<file path="config.mk">
export PLATFORM = sky130hd
export DESIGN_NAME = buffer_reader
export DESIGN_NICKNAME = d
export VERILOG_FILES = /design/src/rtl/buffer_pkg.sv /design/src/rtl/rr_burst_arbiter.sv /design/src/rtl/buffer_reader.sv
export SDC_FILE = /design/constraint.sdc
export NUM_CORES = 1
export LEC_CHECK = 0
export ABC_AREA = 1
export CAP_MARGIN = 10
export CELL_PAD_IN_SITES_DETAIL_PLACEMENT = 1
export CELL_PAD_IN_SITES_GLOBAL_PLACEMENT = 1
export CORE_AREA = 2 2 55 96
export CTS_BUF_LIST = sky130_fd_sc_hd__clkbuf_16
export DETAILED_ROUTE_END_ITERATION = 10
export DIE_AREA = 0 0 57 98
export PLACE_DENSITY = 0.78
export SYNTH_ARGS = -nofsm -noshare
export SYNTH_HDL_FRONTEND = slang
export SYNTH_SLANG_ARGS = --single-unit
</file>
<file path="constraint.sdc">
create_clock -name clk -period 1.7 [get_ports clk]
set_input_delay 0.34 -clock clk [delete_from_list [all_inputs] [get_ports clk]]
set_output_delay 0.34 -clock clk [all_outputs]
set_load 0.005 [all_outputs]
</file>
<file path="src/rtl/buffer_pkg.sv">
// Shared types and widths for the channelised buffer read path.
package buffer_pkg;

    localparam int unsigned NUM_CH     = 4;
    localparam int unsigned CH_W       = 2;
    localparam int unsigned CNT_W      = 8;
    localparam int unsigned ARB_CNT_W  = 4;
    localparam int unsigned DEF_DATA_W = 2;

    typedef enum logic {
        ST_EMPTY = 1'b0,
        ST_FULL  = 1'b1
    } state_e;

    typedef struct packed {
        logic [CH_W-1:0]       ch;
        logic [DEF_DATA_W-1:0] payload;
    } entry_t;

endpackage

</file>
<file path="src/rtl/rr_burst_arbiter.sv">
// Round-robin channel arbiter that lets the current owner keep up to BURST consecutive grants.
module rr_burst_arbiter
    import buffer_pkg::*;
#(
    parameter int unsigned BURST = 2
) (
    input  logic [NUM_CH-1:0]    req_i,
    input  logic [CH_W-1:0]      owner_i,
    input  logic [ARB_CNT_W-1:0] cnt_i,
    output logic [CH_W-1:0]      gnt_idx_o,
    output logic                 gnt_vld_o
);

    logic [CH_W-1:0] cand;
    logic            found;

    // Owner keeps the grant while under budget; otherwise search starting just after it.
    always_comb begin
        gnt_idx_o = owner_i;
        cand      = owner_i;
        found     = 1'b0;
        if (req_i[owner_i] && (cnt_i < ARB_CNT_W'(BURST))) begin
            found = 1'b1;
        end
        for (int unsigned k = 1; k <= NUM_CH; k++) begin
            cand = owner_i + CH_W'(k);
            if (!found && req_i[cand]) begin
                gnt_idx_o = cand;
                found     = 1'b1;
            end
        end
    end

    assign gnt_vld_o = |req_i;

endmodule

</file>
<file path="src/rtl/buffer_reader.sv">
// Drains four per-channel buffers onto one valid/ready stream of {channel, payload} words.
// Optional per-channel accept counters are built when READER_STATS_EN is defined.
module buffer_reader
    import buffer_pkg::*;
#(
    parameter int unsigned DATA_W = 2,
    parameter int unsigned BURST  = 2
) (
    input  logic                       clk,
    input  logic                       rst_n,
    input  logic [NUM_CH-1:0]          buf_valid_i,
    input  logic [NUM_CH*DATA_W-1:0]   buf_data_i,
    output logic [NUM_CH-1:0]          buf_pop_o,
    output logic                       out_valid_o,
    output logic [CH_W+DATA_W-1:0]     out_data_o,
    input  logic                       out_ready_i,
    input  logic                       flush_i,
    output logic [NUM_CH*CNT_W-1:0]    rd_count_o
);

    typedef struct packed {
        logic [CH_W-1:0]   ch;
        logic [DATA_W-1:0] payload;
    } out_entry_t;

    state_e                state_q, state_d;
    out_entry_t            data_q, data_d;
    logic [CH_W-1:0]       owner_q, owner_d;
    logic [ARB_CNT_W-1:0]  cnt_q, cnt_d;
    logic [CH_W-1:0]       gnt_idx;
    logic                  gnt_vld;
    logic                  load;

    rr_burst_arbiter #(
        .BURST (BURST)
    ) u_arb (
        .req_i     (buf_valid_i),
        .owner_i   (owner_q),
        .cnt_i     (cnt_q),
        .gnt_idx_o (gnt_idx),
        .gnt_vld_o (gnt_vld)
    );

    always_ff @(posedge clk or negedge rst_n) begin
        if (!rst_n) begin
            state_q <= ST_EMPTY;
        end else begin
            state_q <= state_d;
        end
    end

    // Flush wins over both load and accept.
    always_comb begin
        state_d = state_q;
        if (flush_i) begin
            state_d = ST_EMPTY;
        end else if (load) begin
            state_d = ST_FULL;
        end else if ((state_q == ST_FULL) && out_ready_i) begin
            state_d = ST_EMPTY;
        end
    end

    // Load decode, pop strobe and next output/arbitration values; rst_n gates the pop so it drops immediately.
    always_comb begin
        load      = rst_n && !flush_i && gnt_vld && ((state_q == ST_EMPTY) || out_ready_i);
        buf_pop_o = '0;
        data_d    = data_q;
        owner_d   = owner_q;
        cnt_d     = cnt_q;
        if (load) begin
            buf_pop_o[gnt_idx] = 1'b1;
            data_d.ch          = gnt_idx;
            data_d.payload     = buf_data_i[gnt_idx*DATA_W +: DATA_W];
            if (gnt_idx == owner_q) begin
                if (cnt_q < ARB_CNT_W'(BURST)) begin
                    cnt_d = cnt_q + ARB_CNT_W'(1);
                end
            end else begin
                owner_d = gnt_idx;
                cnt_d   = ARB_CNT_W'(1);
            end
        end
    end

    always_ff @(posedge clk or negedge rst_n) begin
        if (!rst_n) begin
            data_q  <= '0;
            owner_q <= CH_W'(NUM_CH - 1);
            cnt_q   <= ARB_CNT_W'(BURST);
        end else begin
            data_q  <= data_d;
            owner_q <= owner_d;
            cnt_q   <= cnt_d;
        end
    end

    assign out_valid_o = (state_q == ST_FULL);
    assign out_data_o  = data_q;

`ifdef READER_STATS_EN
    logic [NUM_CH-1:0][CNT_W-1:0] rd_cnt_q;

    // Counts accepted words per channel; flush does not touch them.
    always_ff @(posedge clk or negedge rst_n) begin
        if (!rst_n) begin
            rd_cnt_q <= '0;
        end else if (out_valid_o && out_ready_i) begin
            rd_cnt_q[data_q.ch] <= rd_cnt_q[data_q.ch] + CNT_W'(1);
        end
    end

    assign rd_count_o = rd_cnt_q;
`else
    assign rd_count_o = '0;
`endif

endmodule

</file>
==> reports/metrics.csv <==
stage,metric,value,unit
global_routing,GRT overflow,0,
global_routing,vias in the first global route,1233,
floorplan,initial core utilization,22.2,%
timing,setup_tns,-5.24,ns
global_routing,first-pass GRT wire length,5270,µm
setup_path,required time of the worst setup path,1.36,ns
floorplan,FP Rows,34,
setup_path,slowest cell on the critical path,dfstp_2,
timing,unrepaired setup endpoints after global routing,true,
setup_path,CP startpoint kind,flip-flop,
cells_and_area,most frequent cells in the layout,"38 x nand2_1, 36 x buf_4, 32 x conb_1",
timing,setup ws final,-0.704,ns
setup_path,CP Class,flip-flop to output pin,
synth,Synth Flop Type,dfrtp_1,
hold_path,worst min path class,primary input to asynchronous set/reset pin,
timing,hold_ws,0.469,ns
cells_and_area,ANT cells,0,
synth,YS warnings,0,
clocking,TritonCTS clock tree,yes,
power_and_ir_drop,Int Pwr,2.01,mW
place,Cells after DPL,268,
synth,number of synthesized flops with an enable pin,0,
synth,Mapped Avg Cell Area,6.48,µm²
setup_path,CP Capture Type,output pin,
floorplan,Die H,98,µm
routing,Vias per Instance,4.19,
routing,initial drt markers,30,
synth,"Seq/Total Area, Yosys",25.9,%
job,Max-cap violations,0,
routing,via count,1197,
place,Port Buf Inserts,24,
floorplan,die width,57,µm
power_and_ir_drop,net switching power,1.53,mW
power_and_ir_drop,Seq pwr share,13.6,%
routing,drt pass-1 iters,4,
setup_path,"CP delay by family, top",buffers and inverters,
cells_and_area,"non-filler cells, final",286,
global_routing,largest net degree at the start of global routing,12,
clocking,clk buf depth,2,
synth,Post-Syn Area,1080,µm²
routing,drc violations,0,
power_and_ir_drop,clock network power share,11.9,%
floorplan,Die ar.,5590,µm²
place,gp weighted congestion,0.737,
cells_and_area,"commonest non-fill, non-tap cell in the layout",nand2_1,
place,dpl ws,-1.12,ns
synth,ys async rst share,100,%
setup_path,crit-path max cell delay,0.59,ns
clocking,root buf cell,clkbuf_16,
clocking,clock transition at the registers of the reported paths,0.04,ns
routing,WL met2,2020,µm
clocking,"Clk Latency, worst-skew pair",0.24,ns
floorplan,Ports,57,
routing,M1 wire length,1080,µm
timing,Setup Skew,0.00143,ns
clocking,hold-fix buffers at CTS,0,
setup_path,CP startpoint,owner_q[0],
power_and_ir_drop,Tot Pwr,3.54,mW
cells_and_area,Final nets,250,
cells_and_area,ratio of cells with drive above 1 in the final layout,42.7,%
power_and_ir_drop,Max VDD drop,0.807,mV
routing,Post-Route WL,3340,µm
place,DP HPWL,2410,µm
setup_path,most used cell along the critical path,nand2_2,
power_and_ir_drop,Pleak,0.949,nW
timing,endpoints failing hold,0,
setup_path,CP Buf/Inv Count,5,
synth,register bit count reported by yosys,11,
timing,Tmin final,2.40,ns
setup_path,critical-path maximum fanout,6,
floorplan,core area,4850,µm²
setup_path,worst r2r src,owner_q[0],
setup_path,crit path DAT,2.06,ns
timing,Tcrit/Tclk final,141,%
global_routing,initial antenna violation count,0,
synth,cells after synthesis,166,
routing,met3 wire len,216,µm
clocking,CTS Buf Count,3,
power_and_ir_drop,Switching Fraction,43.1,%
power_and_ir_drop,Logic pwr share,74.5,%
clocking,clock tree sinks,11,
routing,routed wire length per instance,11.7,µm
cells_and_area,Syn-to-layout area delta,66.3,%
global_routing,total global-route track usage,11.7,%
clocking,H-Tree Depth,1,
setup_path,CP Cell Sequence,buf_6 -> buf_6 -> o21ai_2 -> nand2_1 -> nand2_2 -> nand3_2 -> nand2_2 -> inv_2 -> nand2_2 -> nand2_2 -> nand2_2 -> buf_4 -> nor3_2 -> buf_2,
routing,Top Layer Used,met4,
timing,Max Clk Rate,416,MHz
timing,Final setup violation count,14,
timing,max-slew violations,0,
status,status,"finished, violations left",
power_and_ir_drop,PD cells,1980,nW/µm²
status,failing checks,setup timing,
synth,Yosys cell types,22,
routing,ANT nets after route,0,
-- registers in the layout, indices dropped and copies added (netlist names) --
signal	count
out_valid_o	1
owner_q	2
out_data_o	4
cnt_q	4
-- repair_timing --
item | 4_1_cts | 5_1_grt
pin swaps | 22 | 14
resized for setup | 61 | 10
buffers inserted | 9 | 5
setup endpoints to repair | 14 | 14
-- through the flow --
step                utilization [%]  cell area (µm²)
floorplan                         -             1210
global placement               30.1             1460
detailed placement             30.1             1460
CTS                            35.4             1720
global route                   36.9             1790
finish                         36.9             1790
-- Yosys cell counts (2+ instances only) --
master | n | area, µm²
nand3_2 | 2 | 20.0
dfstp_2 | 3 | 78.8
dfrtp_1 | 8 | 200
nor3_1 | 3 | 15.0
nor2_1 | 12 | 45.0
nand2_1 | 55 | 206
buf_4 | 32 | 240
o21bai_1 | 2 | 15.0
o21ai_0 | 7 | 35.0
inv_1 | 16 | 60.1
nand3_1 | 12 | 60.1
nand2_2 | 4 | 25.0
-- worst reg2reg max path, cell delays in order (launching register included) --
cell      delay, ns
dfstp_2        0.59
buf_6          0.15
buf_6          0.10
o21ai_2        0.06
nand2_1        0.09
nand2_2        0.07
nand2_2        0.07
nand2_1        0.05
nand2_1        0.07
nand2_2        0.08
buf_4          0.14
buf_4          0.12
buf_4          0.12
nand3_1        0.06
nand2_1        0.06
o21bai_1       0.14
nor2_1         0.06
-- path summary, 6_finish.rpt --
| kind | end | slack, ns | cells after the start |
|---|---|---|---|
| worst max-delay path | buf_pop_o[2] | -0.70 | 14 |
| worst min-delay path | cnt_q[2] | 0.47 | 2 |
| worst max register to register | out_data_o[0] | -0.46 | 16 |
| worst min register to register | out_data_o[3] | 0.49 | 2 |
| max in group asynchronous | owner_q[1] | 1.00 | 2 |
| min in group clk | out_data_o[3] | 0.49 | 2 |
-- area by class of cell --
class	count	area, µm²
Clock buffer	3	75.1
Clock inverter	1	3.75
Fill cell	633	3060
Inverter	17	66.3
Multi-Input combinational cell	136	764
Sequential cell	11	279
Tap cell	54	67.6
Timing Repair Buffer	64	533
-- metal layers --
layer | up-vias | track usage, %
met5 | - | 0
met4 | 0 | 3.58
met3 | 4 | 1.85
met2 | 52 | 22.2
met1 | 559 | 12.7
li1 | 582 | -
-- kinds of logic (layout without fill, tap and decap cells) --
| logic type | Yosys count | in the layout | share of synthesized area [%] |
|---|---|---|---|
| XOR/XNOR | 1 | 1 | 0.814 |
| AND/OR/NAND/NOR | 92 | 92 | 37.3 |
| AO/OA/AOI/OAI | 10 | 10 | 5.12 |
| adder cells (fa/ha/maj) | 1 | 1 | 1.16 |
| flip-flops | 11 | 11 | 25.9 |
| buffers and inverters | 50 | 85 | 29.3 |
| other | 1 | 32 | 0.349 |
-- power by group through the flow --
stage               Sequential, mW  Clock (mW)  Combinational [mW]
CTS                          0.478       0.428                2.41
global placement             0.470           0                1.79
global route                 0.497       0.442                2.92
finish                       0.481       0.420                2.64
detailed placement           0.475           0                1.83
floorplan                    0.469           0                1.00
Note: power is estimated with default switching activity, not from simulation.
